===== config.mk =====
export PLATFORM = sky130hd
export DESIGN_NAME = control_sequencer
export DESIGN_NICKNAME = d
export VERILOG_FILES = /design/src/rtl/control_sequencer_pkg.sv /design/src/rtl/control_sequencer_reg_select_decode.sv /design/src/rtl/control_sequencer.sv
export SDC_FILE = /design/constraint.sdc
export NUM_CORES = 1
export LEC_CHECK = 0
export CORE_ASPECT_RATIO = 0.6
export CORE_UTILIZATION = 27
export CTS_BUF_LIST = sky130_fd_sc_hd__clkbuf_16
export CTS_CLUSTER_SIZE = 8
export DETAILED_ROUTE_END_ITERATION = 8
export GPL_TIMING_DRIVEN = 0
export PLACE_DENSITY = 0.77
export SYNTH_ARGS = -nofsm -noshare
export SYNTH_HDL_FRONTEND = slang
export SYNTH_SLANG_ARGS = --single-unit

===== constraint.sdc =====
create_clock -name clock -period 3.3 [get_ports clock]
set_input_delay 0.99 -clock clock [delete_from_list [all_inputs] [get_ports clock]]
set_output_delay 0.99 -clock clock [all_outputs]
set_load 0.05 [all_outputs]

===== src/rtl/control_sequencer_pkg.sv =====
// Shared types and constants for the hardwired control sequencer.
// Holds the step-machine state enum, opcode values, IR field positions and the opcode class decoder.
package control_sequencer_pkg;

  typedef enum logic [3:0] {
    ST_RST, ST_T0, ST_T1, ST_T2, ST_T3, ST_T4, ST_T5, ST_T6, ST_HALT
  } state_t;

  typedef enum logic [2:0] {
    CL_ALU, CL_MUL, CL_DIV, CL_MFHI, CL_MFLO, CL_HALT, CL_ILL
  } op_class_t;

  localparam logic [4:0] OP_ALU_LAST = 5'h09;
  localparam logic [4:0] OP_MUL      = 5'h0F;
  localparam logic [4:0] OP_DIV      = 5'h10;
  localparam logic [4:0] OP_MFHI     = 5'h11;
  localparam logic [4:0] OP_MFLO     = 5'h12;
  localparam logic [4:0] OP_HALT     = 5'h1F;

  localparam int OPC_MSB = 31;
  localparam int OPC_LSB = 27;
  localparam int RA_MSB  = 26;
  localparam int RA_LSB  = 23;
  localparam int RB_MSB  = 22;
  localparam int RB_LSB  = 19;
  localparam int RC_MSB  = 18;
  localparam int RC_LSB  = 15;

  function automatic op_class_t decode_class(input logic [4:0] op);
    if (op <= OP_ALU_LAST) return CL_ALU;
    case (op)
      OP_MUL:  return CL_MUL;
      OP_DIV:  return CL_DIV;
      OP_MFHI: return CL_MFHI;
      OP_MFLO: return CL_MFLO;
      OP_HALT: return CL_HALT;
      default: return CL_ILL;
    endcase
  endfunction

endpackage


===== src/rtl/control_sequencer_reg_select_decode.sv =====
// 4-bit register index to 16-bit one-hot select.
// Purely combinational, no handshake.
module reg_select_decode (
  input  logic [3:0]  idx,
  output logic [15:0] onehot
);

  assign onehot = 16'h0001 << idx;

endmodule


===== src/rtl/control_sequencer.sv =====
// Fetch/execute step machine (T0..T6) driving every datapath strobe; optional illegal-opcode trap via CTRL_ILLEGAL_TRAP_EN.
// Latency ALU 6, mul/div 7, mfhi/mflo/nop 4 cycles; T1 stalls with Read held until mem_ready.
module control_sequencer
  import control_sequencer_pkg::*;
(
  input  logic        clock,
  input  logic        clear,
  input  logic [31:0] ir,
  input  logic        mem_ready,
  output logic [15:0] Rin,
  output logic [15:0] Rout,
  output logic        PCin,
  output logic        PCout,
  output logic        IRin,
  output logic        Yin,
  output logic        MDRin,
  output logic        MDRout,
  output logic        MARin,
  output logic        HIin,
  output logic        HIout,
  output logic        LOin,
  output logic        LOout,
  output logic        Zlowin,
  output logic        Zhighin,
  output logic        Zlowout,
  output logic        Zhighout,
  output logic [3:0]  ALUop,
  output logic        ALU_MUL,
  output logic        ALU_DIV,
  output logic        IncPC,
  output logic        Read,
  output logic        instr_done,
`ifdef CTRL_ILLEGAL_TRAP_EN
  output logic        illegal,
`endif
  output logic        halted
);

  state_t      state;
  op_class_t   cls;
  logic [15:0] ra_oh, rb_oh, rc_oh;
  logic        ir_unused;

  assign cls       = decode_class(ir[OPC_MSB:OPC_LSB]);
  assign ir_unused = ^ir[RC_LSB-1:0];

  reg_select_decode u_dec_ra (.idx(ir[RA_MSB:RA_LSB]), .onehot(ra_oh));
  reg_select_decode u_dec_rb (.idx(ir[RB_MSB:RB_LSB]), .onehot(rb_oh));
  reg_select_decode u_dec_rc (.idx(ir[RC_MSB:RC_LSB]), .onehot(rc_oh));

  always_ff @(posedge clock) begin
    if (clear) begin
      state   <= ST_RST;
`ifdef CTRL_ILLEGAL_TRAP_EN
      illegal <= 1'b0;
`endif
    end else begin
      case (state)
        ST_RST: state <= ST_T0;
        ST_T0:  state <= ST_T1;
        ST_T1:  if (mem_ready) state <= ST_T2;
        ST_T2:  state <= ST_T3;
        ST_T3: begin
          case (cls)
            CL_ALU, CL_MUL, CL_DIV: state <= ST_T4;
            CL_HALT:                state <= ST_HALT;
`ifdef CTRL_ILLEGAL_TRAP_EN
            CL_ILL: begin
              state   <= ST_HALT;
              illegal <= 1'b1;
            end
`endif
            default:                state <= ST_T0;
          endcase
        end
        ST_T4:  state <= ST_T5;
        ST_T5:  state <= (cls == CL_MUL || cls == CL_DIV) ? ST_T6 : ST_T0;
        ST_T6:  state <= ST_T0;
        ST_HALT: state <= ST_HALT;
        default: state <= ST_RST;
      endcase
    end
  end

  // Decoded combinationally: the T1 handshake strobes must land in the same cycle mem_ready is seen.
  always_comb begin
    Rin = '0; Rout = '0; ALUop = '0;
    PCin = 1'b0; PCout = 1'b0; IRin = 1'b0; Yin = 1'b0; MDRin = 1'b0; MDRout = 1'b0;
    MARin = 1'b0; HIin = 1'b0; HIout = 1'b0; LOin = 1'b0; LOout = 1'b0;
    Zlowin = 1'b0; Zhighin = 1'b0; Zlowout = 1'b0; Zhighout = 1'b0;
    ALU_MUL = 1'b0; ALU_DIV = 1'b0; IncPC = 1'b0; Read = 1'b0; instr_done = 1'b0; halted = 1'b0;
    case (state)
      ST_T0: begin
        PCout = 1'b1; MARin = 1'b1; IncPC = 1'b1; Zlowin = 1'b1;
      end
      ST_T1: begin
        Read = 1'b1;
        if (mem_ready) begin
          Zlowout = 1'b1; PCin = 1'b1; MDRin = 1'b1;
        end
      end
      ST_T2: begin
        MDRout = 1'b1; IRin = 1'b1;
      end
      ST_T3: begin
        case (cls)
          CL_ALU, CL_MUL, CL_DIV: begin
            Rout = rb_oh; Yin = 1'b1;
          end
          CL_MFHI: begin
            HIout = 1'b1; Rin = ra_oh; instr_done = 1'b1;
          end
          CL_MFLO: begin
            LOout = 1'b1; Rin = ra_oh; instr_done = 1'b1;
          end
`ifdef CTRL_ILLEGAL_TRAP_EN
          CL_ILL: instr_done = 1'b0;
`endif
          default: instr_done = 1'b1;
        endcase
      end
      ST_T4: begin
        Rout   = rc_oh;
        Zlowin = 1'b1;
        if (cls == CL_MUL) begin
          ALU_MUL = 1'b1; Zhighin = 1'b1;
        end else if (cls == CL_DIV) begin
          ALU_DIV = 1'b1; Zhighin = 1'b1;
        end else begin
          ALUop = ir[OPC_LSB+3:OPC_LSB];
        end
      end
      ST_T5: begin
        Zlowout = 1'b1;
        if (cls == CL_MUL || cls == CL_DIV) begin
          LOin = 1'b1;
        end else begin
          Rin = ra_oh; instr_done = 1'b1;
        end
      end
      ST_T6: begin
        Zhighout = 1'b1; HIin = 1'b1; instr_done = 1'b1;
      end
      ST_HALT: halted = 1'b1;
      default: ;
    endcase
  end

endmodule

**Word-level counts from Yosys, hierarchy flattened**

Index checks and enable logic that the tools add are counted.

- Latch bits: 0
- Logic and storage cells: 74
- Memories: 0
- Output and inout bits: 57
- RAM bits: 0
- Register bits after elaboration: 4
- ROM bits: 0

- Bitwise operators: 0
- Shift-type cells: 3
- Multiplexer cells: 43
- Equal/unequal tests: 19
- Reduce and logical (&&, ||, !) cells: 7
- Divide/modulo/power cells: 0
- $mul: 0
- $lt $le $gt $ge: 1
- Add/sub/neg operators: 0

Operators with widths:

| operator | count |
|---|---|
| 16-bit case mux with 2 select lines | 2 |
| 16-bit two-way mux | 3 |
| 1-bit by 4-bit << shifter with 16-bit output, first input constant | 3 |
| 4-bit case mux with 8 select lines | 1 |
| 1-bit two-way mux | 26 |
| 5-bit == test, second input constant | 4 |
| 4-bit by 3-bit == test with 1-bit output, second input constant | 4 |
| 4-bit two-way mux | 4 |
| 3-bit case mux with 5 select lines | 1 |
| 3-bit two-way mux | 3 |
| 4-bit by 2-bit == test with 1-bit output, second input constant | 2 |
| 4-bit case mux with 2 select lines | 1 |
| 3-bit by 2-bit == test with 1-bit output, second input constant | 2 |
| 3-bit == test, second input constant | 2 |
| 2-bit OR reduction | 3 |
| 5-bit by 4-bit == test with 1-bit output, second input constant | 1 |
| 5-bit by 4-bit <= comparator with 1-bit output, second input constant | 1 |
| 4-bit by 1-bit == test with 1-bit output, second input constant | 1 |
| 4-bit == test, second input constant | 1 |
| 4-bit zero test | 1 |
| 3-bit by 1-bit == test with 1-bit output, second input constant | 1 |
| 3-bit zero test | 1 |
| 1-bit case mux with 3 select lines | 1 |
| 3-bit OR reduction | 1 |
| other kinds (3) | 3 |

**Depth between registers and ports, before layout**

Gate-level depths: netlist (run 1).

- Depth after elaboration: 7
- Mapped depth: 6
- Mapped depth without buffers: 5

**Cells and area by module**

A second synthesis (run 1) with hierarchy kept.

- Cell total of the unflattened synthesis: 184
- Area total of the unflattened synthesis: 1620.3 um^2

Modules (own cells, without submodules):

| module | area each (um^2) | cells each | instances |
|---|---|---|---|
| control_sequencer | 940.9 | 124 | 1 |
| reg_select_decode | 226.5 | 20 | 3 |

**Least setup slack after synthesis (run 1)**

Ideal clock, no wire load.

- Path kind: input to output
- Start point: in ir[30]
- End point: out Rin[15]
- Arrival: 3.515 ns
- Slack: -1.205 ns
- Stages on the path: 4
- Cell sequence: or3b_1 -> nand2b_1 -> a2bb2oi_4 -> nor4b_1

- Longest elaborated chain between the ends: 7

RTL lines:

| what | line | source |
|---|---|---|
| start, declared | control_sequencer.sv:8 | `input logic [31:0] ir,` |
| 5-bit by 4-bit <= comparator with 1-bit output, or another cell as far along | control_sequencer_pkg.sv:30 | `if (op <= OP_ALU_LAST) return CL_ALU;` |
| 1-bit two-way mux / 3-bit case mux with 5 select lines (equally long branches) | control_sequencer_pkg.sv:30, control_sequencer_pkg.sv:31 |  |
| 3-bit two-way mux (*) | control_sequencer_pkg.sv:31 | `case (op)` |
| 3-bit == test, or another cell as far along | control_sequencer.sv:106 | `case (cls)` |
| 2-bit OR reduction (no line) / 1-bit logical OR (equally long branches) | - |  |
| 16-bit two-way mux (on tied branches) | control_sequencer.sv:106, control_sequencer.sv:135 |  |
| 16-bit case mux with 2 select lines (*) | control_sequencer.sv:92 | `case (state)` |
| end, declared | control_sequencer.sv:10 | `output logic [15:0] Rin,` |

Mark *: on every way between the ends. The rest lies on a longest branch, timed or not.

**Final worst setup path (run 1)**

- Start point: in ir[29]
- End point: out Rin[6]

The elaborated chain is that of the path after synthesis.

==> results of run 1 <==
==> worst register-to-register path, stage by stage (launching register included) <==
cell and delay [ns]:
dfxtp_1 0.30, clkbuf_1 0.38, nand2b_1 0.21, nor2_1 0.48
nand2b_4 0.09, buf_4 0.14, a31oi_1 0.17
==> final cells by class <==
type | instances | area (µm²)
multi-input cells | 115 | 1348
plain buffers | 13 | 127.6
well taps | 45 | 56.30
clock buffers | 3 | 75.07
fillers | 182 | 594.3
repair buffers | 97 | 1027
inverters | 4 | 15.01
flip-flops and latches | 4 | 80.08
==> synthesized netlist by cell type (2+ instances only) <==
master / n
or2_2: 4
nor4b_1: 3
nor2_1: 8
clkbuf_1: 5
nand2_1: 8
nor4_1: 4
buf_4: 5
nor4_2: 3
a21oi_1: 2
buf_6: 2
nand2b_1: 11
o21ai_0: 3
nand3_1: 2
or3_1: 2
inv_1: 4
nor3_1: 12
dfxtp_1: 4
o22ai_1: 15
nor4b_2: 2
and3_1: 5
nand3b_1: 5
nor3b_1: 4
and2_1: 2
a31oi_1: 3
==> metal layers <==
| layer | wire [µm] | part of all wire (%) | GRT usage [%] |
|---|---|---|---|
| met1 | 2383 | 43 | 41.33 |
| met2 | 2508 | 46 | 49.66 |
| met3 | 514 | 9.4 | 6.729 |
| met4 | 80 | 1.5 | 6.545 |
| met5 | 0 | 0 | 0 |
==> path summary, 6_finish.rpt <==
kind	slack (ns)	end	startpoint	cells after the start
worst max-delay path	-0.27	Rin[6]	ir[29]	7
worst min-delay path	0.75	state[3]	state[3]	3
worst max register to register	1.44	state[2]	state[1]	6
worst min register to register	0.75	state[3]	state[3]	3
==> stage by stage <==
step	utilization (%)	power, µW	hold WS, ns	TNS (ns)
2_1_floorplan	-	206.5	0.6436	-6.710
3_3_place_gp	68.79	274.3	0.6724	-58.72
3_5_place_dp	68.79	279.5	0.6900	-59.46
4_1_cts	80.05	489.3	0.7242	-5.332
5_1_grt	82.12	515.8	0.7922	-8.278
6_report	82.12	498.5	0.7535	-6.257
==> cells by family (layout without fill, tap and decap cells) <==
logic type | after synthesis | after routing
and+or+nand+nor | 83 | 83
AOI/OAI and AO/OA | 31 | 31
buffers and inverters | 18 | 117
DFF | 4 | 4
xor gates and xnor gates | 1 | 1
==> repair_timing <==
action | CTS | global route
endpoints found under the setup margin | 48 | 46
resized for setup | 352 | 24
buffers inserted | 18 | 4
pin swaps | 11 | 8
cloned | 1 | 0
==> power breakdown <==
group / total [µW] / internal, µW / leakage [µW] / switching (µW)
logic: 252 / 99.3 / 0.00108 / 152
registers: 56.0 / 52.4 / 0.0000328 / 3.65
clock network: 191 / 155 / 0.0000370 / 35.8
total: 498 / 307 / 0.00115 / 192
==> flow_summary.toml, run 1 <==
[synthesis]
syn_area_um2 = 962.2
yosysTopAreaCell = "o22ai_1"
synth_ff_type = "dfxtp_1"
synth_top_area_share_pct = 9.753
synth_compound_area_share_pct = 24.58
synthCells = 137
synthSimpleGateAreaFrac_pct = 55.53
synthesis.nets = 172
async_reset_ff_share_pct = 0
ys_types = 43
ys_ff_latch = 4
ys_top_cells_by_area = "o22ai_1, dfxtp_1, nand2b_1"
synth_xor_area_share_pct = 0.9103
syn_area_per_cell_um2 = 7.023
yosys.area_share.adder_pct = 0
synth_edf_count = 0
synthMuxAreaShare_pct = 0
ys_seq_area_share_pct = 8.322
synth_top_family_by_area = "simple AND/OR/NAND/NOR gates"
ys_warn_count = 0

[route]
totalWireLength_um = 5486
vias = 1595
vias_per_cell = 5.676
wl_per_cell_um = 19.52
drc = 0
drtIter0Drc = 121
firstDrtPassIters = 4
antenna_left = 0

[run_status]
failed_checks = "setup timing"
status = "finished with violations"

[power]
irDropWorstVdd_mv = 0.1994
power.leakage_uw = 0.001151
power.density_mw_per_mm2 = 182.7

[setup_path]
slowest_stage = "or3b_4"
worstPathMaxFanout = 5
end_kind = "primary output"
path_cells = "buf_12 -> or3b_4 -> o32a_4 -> a2bb2oi_4 -> clkbuf_16 -> nor3_4 -> buf_6"
cp_data_arrival_time_ns = 2.58
crit_path_max_incr_delay_ns = 0.41
critPathLaunchType = "input port"
setup.worst_path.class = "in -> out"
worstPathRequired_ns = 2.31
crit_family = "compound AO/OA/AOI/OAI gates"
cp_num_buf_inv = 3

[place]
dpl.cell_count = 257
port_buffers = 75
place_congestion = 0.9055
pre_cts_ws_ns = -1.662
dp_hpwl_um = 3681
dpl_cell_area_mm2 = 0.002286

[global_routing]
grt_antenna_before_repair = 0
grt_max_degree = 11
grtUsageTotal_pct = 30.13
grt_pass1_vias = 1511
grt_overflow = 0
grt_pass1_wl_um = 8362

[finish]
final_area_mm2 = 0.002729
final_common_cell = "buf_6"
drive_gt1_share_pct = 63.56
largest_register = "state"
final_nets = 273
fin_cells = 281
top_regs = "state (4)"
largest_reg_flops = 4
diodes = 0
final_cell_mix = "buf_6, clkdlybuf4s50_1, buf_4, o22ai_4, nor2_1"
area_growth_pct = 183.6

[timing]
finClkSkew_ns = 0.002477
fmax_mhz = 279.8
rsz0062_at_grt = "true"
max-slew-margin-rel_pct = 62.59
max_slew.worst_pin.slew_ns = 0.5590
hold_viol = 0
fin_crit_ns = 3.574
fin_ws_ns = -0.2739
slew_viol_final = 0
min_period_over_period_pct = 108.3
setup_violations = 37

[clocking]
cts_hold_buf = 0
cts-root-buf = "clkbuf_16"
cts_tree = "yes"
cts.clk_slew.worst_paths_ns = 0.03
cts.sinks = 4
h-tree-depth = 1
cts_buffer_depth = 2
cts_buffers = 3
insertion_delay_ns = 0.22

[floorplan]
core.rowCount = 16
die_x_um = 79.07
initial_utilization_pct = 28.95
pin_count = 92
die_area_mm2 = 0.003814
core_mm2 = 0.003323
fp.dieH_um = 48.24

[run]
cap_violations = 0

[hold_path]
hp-class = "reg -> reg"
No activity file was read; power rests on OpenSTA's default activity.
==> run 2: changes to the inputs <==
Settings changed: TNS_END_PERCENT set to 10.
==> run 2 against run 1 <==
Against the previous run:
- the flow still finishes with violations (setup timing)
- critical path depth increased by 1
- sequential power increased by 1%
- worst hold slack improved by 0.0039 ns
- via count decreased by 7.3%
- utilization decreased by 8.1 points
- setup slack improved by 0.0099 ns
- count of clock-buffer cells in the layout unchanged
- clock skew increased by 0.00065 ns
- clock power about the same
- sequential share of layout area increased by 0.32 points
- fmax increased by 0.28%
- critical path type unchanged
- largest power group unchanged
==> flow_summary.toml, run 2 (synthesis gave the netlist of run 1 again) <==
[run_status]
status = "finished with violations"
failed_checks = "setup timing"

[finish]
final_util_pct = 73.98
largest_register = "state"
final_cell_mix = "buf_6, clkdlybuf4s50_1, buf_4, dlygate4sd2_1, nand2b_1"
drive_gt1_share_pct = 56.05
area_growth_pct = 155.5
diodes = 0
final_nets = 260
largest_reg_flops = 4
area.sequential_um2 = 80.08
top_regs = "state (4)"
final_common_cell = "buf_6"
fin_cells = 268
multiInputGateArea_mm2 = 0.001250
fillerInstances = 230

[floorplan]
die_area_mm2 = 0.003814
core.rowCount = 16
pin_count = 92
fp.dieH_um = 48.24
core_mm2 = 0.003323
initial_utilization_pct = 28.95
die_x_um = 79.07

[setup_path]
worstPathRequired_ns = 2.31
crit_path_max_incr_delay_ns = 0.40
cp_data_arrival_time_ns = 2.57
end_kind = "primary output"
slowest_stage = "or3b_4"
worstPathMaxFanout = 8
r2r_setup_slack_ns = 1.60
cpMostUsedCell = "buf_6"
path_cells = "buf_8 -> or3b_4 -> o32a_4 -> a2bb2oi_4 -> buf_6 -> buf_12 -> nor3_4 -> buf_6"
rr_startpoint = "state[1]"
crit_start = "ir[30]"
critPathLaunchType = "input port"
worstRegToRegCells = 5
setup.worst_path.class = "in -> out"
r2r-end = "state[2]"

[route]
antenna_left = 0
vias = 1478
drtIter0Drc = 55
vias_per_cell = 5.515
drc = 0
firstDrtPassIters = 4
totalWireLength_um = 4530
wl_per_cell_um = 16.90

[timing]
finalSetupTns_ns = -5.957
slew_viol_final = 0
fin_hold_ws_ns = 0.7574
max-slew-margin-rel_pct = 65.01
min_period_over_period_pct = 108.0
max_slew.worst_pin.slew_ns = 0.5248
finClkSkew_ns = 0.003126
fin_ws_ns = -0.2640
hold_viol = 0
setup_violations = 37
fmax_mhz = 280.6
rsz0062_at_grt = "true"
fin_crit_ns = 3.564

[global_routing]
grt_overflow = 0
grt_antenna_before_repair = 0
grt_max_degree = 11
grt_pass1_vias = 1347
grtUsageTotal_pct = 24.20
grt_pass1_wl_um = 6996

[place]
dp_hpwl_um = 3599
dpl.cell_count = 257
port_buffers = 75
place_congestion = 0.9275

[clocking]
h-tree-depth = 1
cts-root-buf = "clkbuf_16"
cts_buffers = 3
cts_buffer_depth = 2
cts_tree = "yes"
insertion_delay_ns = 0.23
cts.sinks = 4
cts_hold_buf = 0
cts.clk_slew.worst_paths_ns = 0.03

[run]
cap_violations = 0

[power]
power.density_mw_per_mm2 = 192.8
power_uw = 474.1
irDropWorstVdd_mv = 0.1457
power.leakage_uw = 0.001064

[hold_path]
hp-class = "reg -> reg"
hold_depth = 3
min_from = "state[3]"
min_to = "state[3]"
==> run 2: critical path: cells and delay by family <==
family                 cells  cell delay, ns
buffers and inverters      4            0.54
AOI/OAI and AO/OA          2            0.59
and+or+nand+nor            2            0.45
==> run 2: layout make-up <==
cell class / count / share of cell area, %
Buffer: 13 / 4.682
Sequential cell: 4 / 3.257
Clock buffer: 3 / 3.053
Timing Repair Buffer: 84 / 35.27
Inverter: 4 / 0.6107
Multi-Input combinational cell: 115 / 50.84
Tap cell: 45 / 2.290
==> run 2: how the worst max path moves through the flow <==
stage,depth (start not counted),to
after global routing,8,Rin[12]
final,8,Rin[13]
after CTS,8,Rin[8]
after floorplan,6,Rout[5]
after detailed placement,7,Rin[5]
after global placement,7,Rin[10]
==> run 2: what timing repair did <==
| action | in CTS | in global routing |
|---|---|---|
| buffers inserted | 8 | 2 |
| endpoints found under the setup margin | 49 | 47 |
| gates resized for setup | 305 | 26 |
| pin swaps | 17 | 11 |
| cloned | 1 | 0 |
==> run 2: per-stage QoR <==
stage	area, µm²	worst slack [ns]
6_report	2459	-0.2640
5_1_grt	2459	-0.2982
4_1_cts	2425	-0.2692
3_5_place_dp	2197	-1.674
3_3_place_gp	2197	-1.609
2_1_floorplan	1390	-0.4149
==> run 2: layer usage <==
metal,part of all wire (%),vias to the layer above,track usage (%)
li1,-,701,-
met1,49,730,36.36
met2,47,47,38.28
met3,4.1,0,1.682
met4,0,0,5.455
met5,0,-,0
==> run 2: power breakdown <==
group          leakage [µW]  switching [µW]  internal, µW  total, µW
logic              0.000995             139          86.7        226
registers         0.0000328            4.20          52.4       56.6
clock network     0.0000370            36.6           155        192
total               0.00106             180           294        474
==> run 3: changes to the inputs <==
Settings changed: CAP_MARGIN set to 20.
==> results of run 3 <==
Final layout, timing and power as in run 2 (identical DEF).
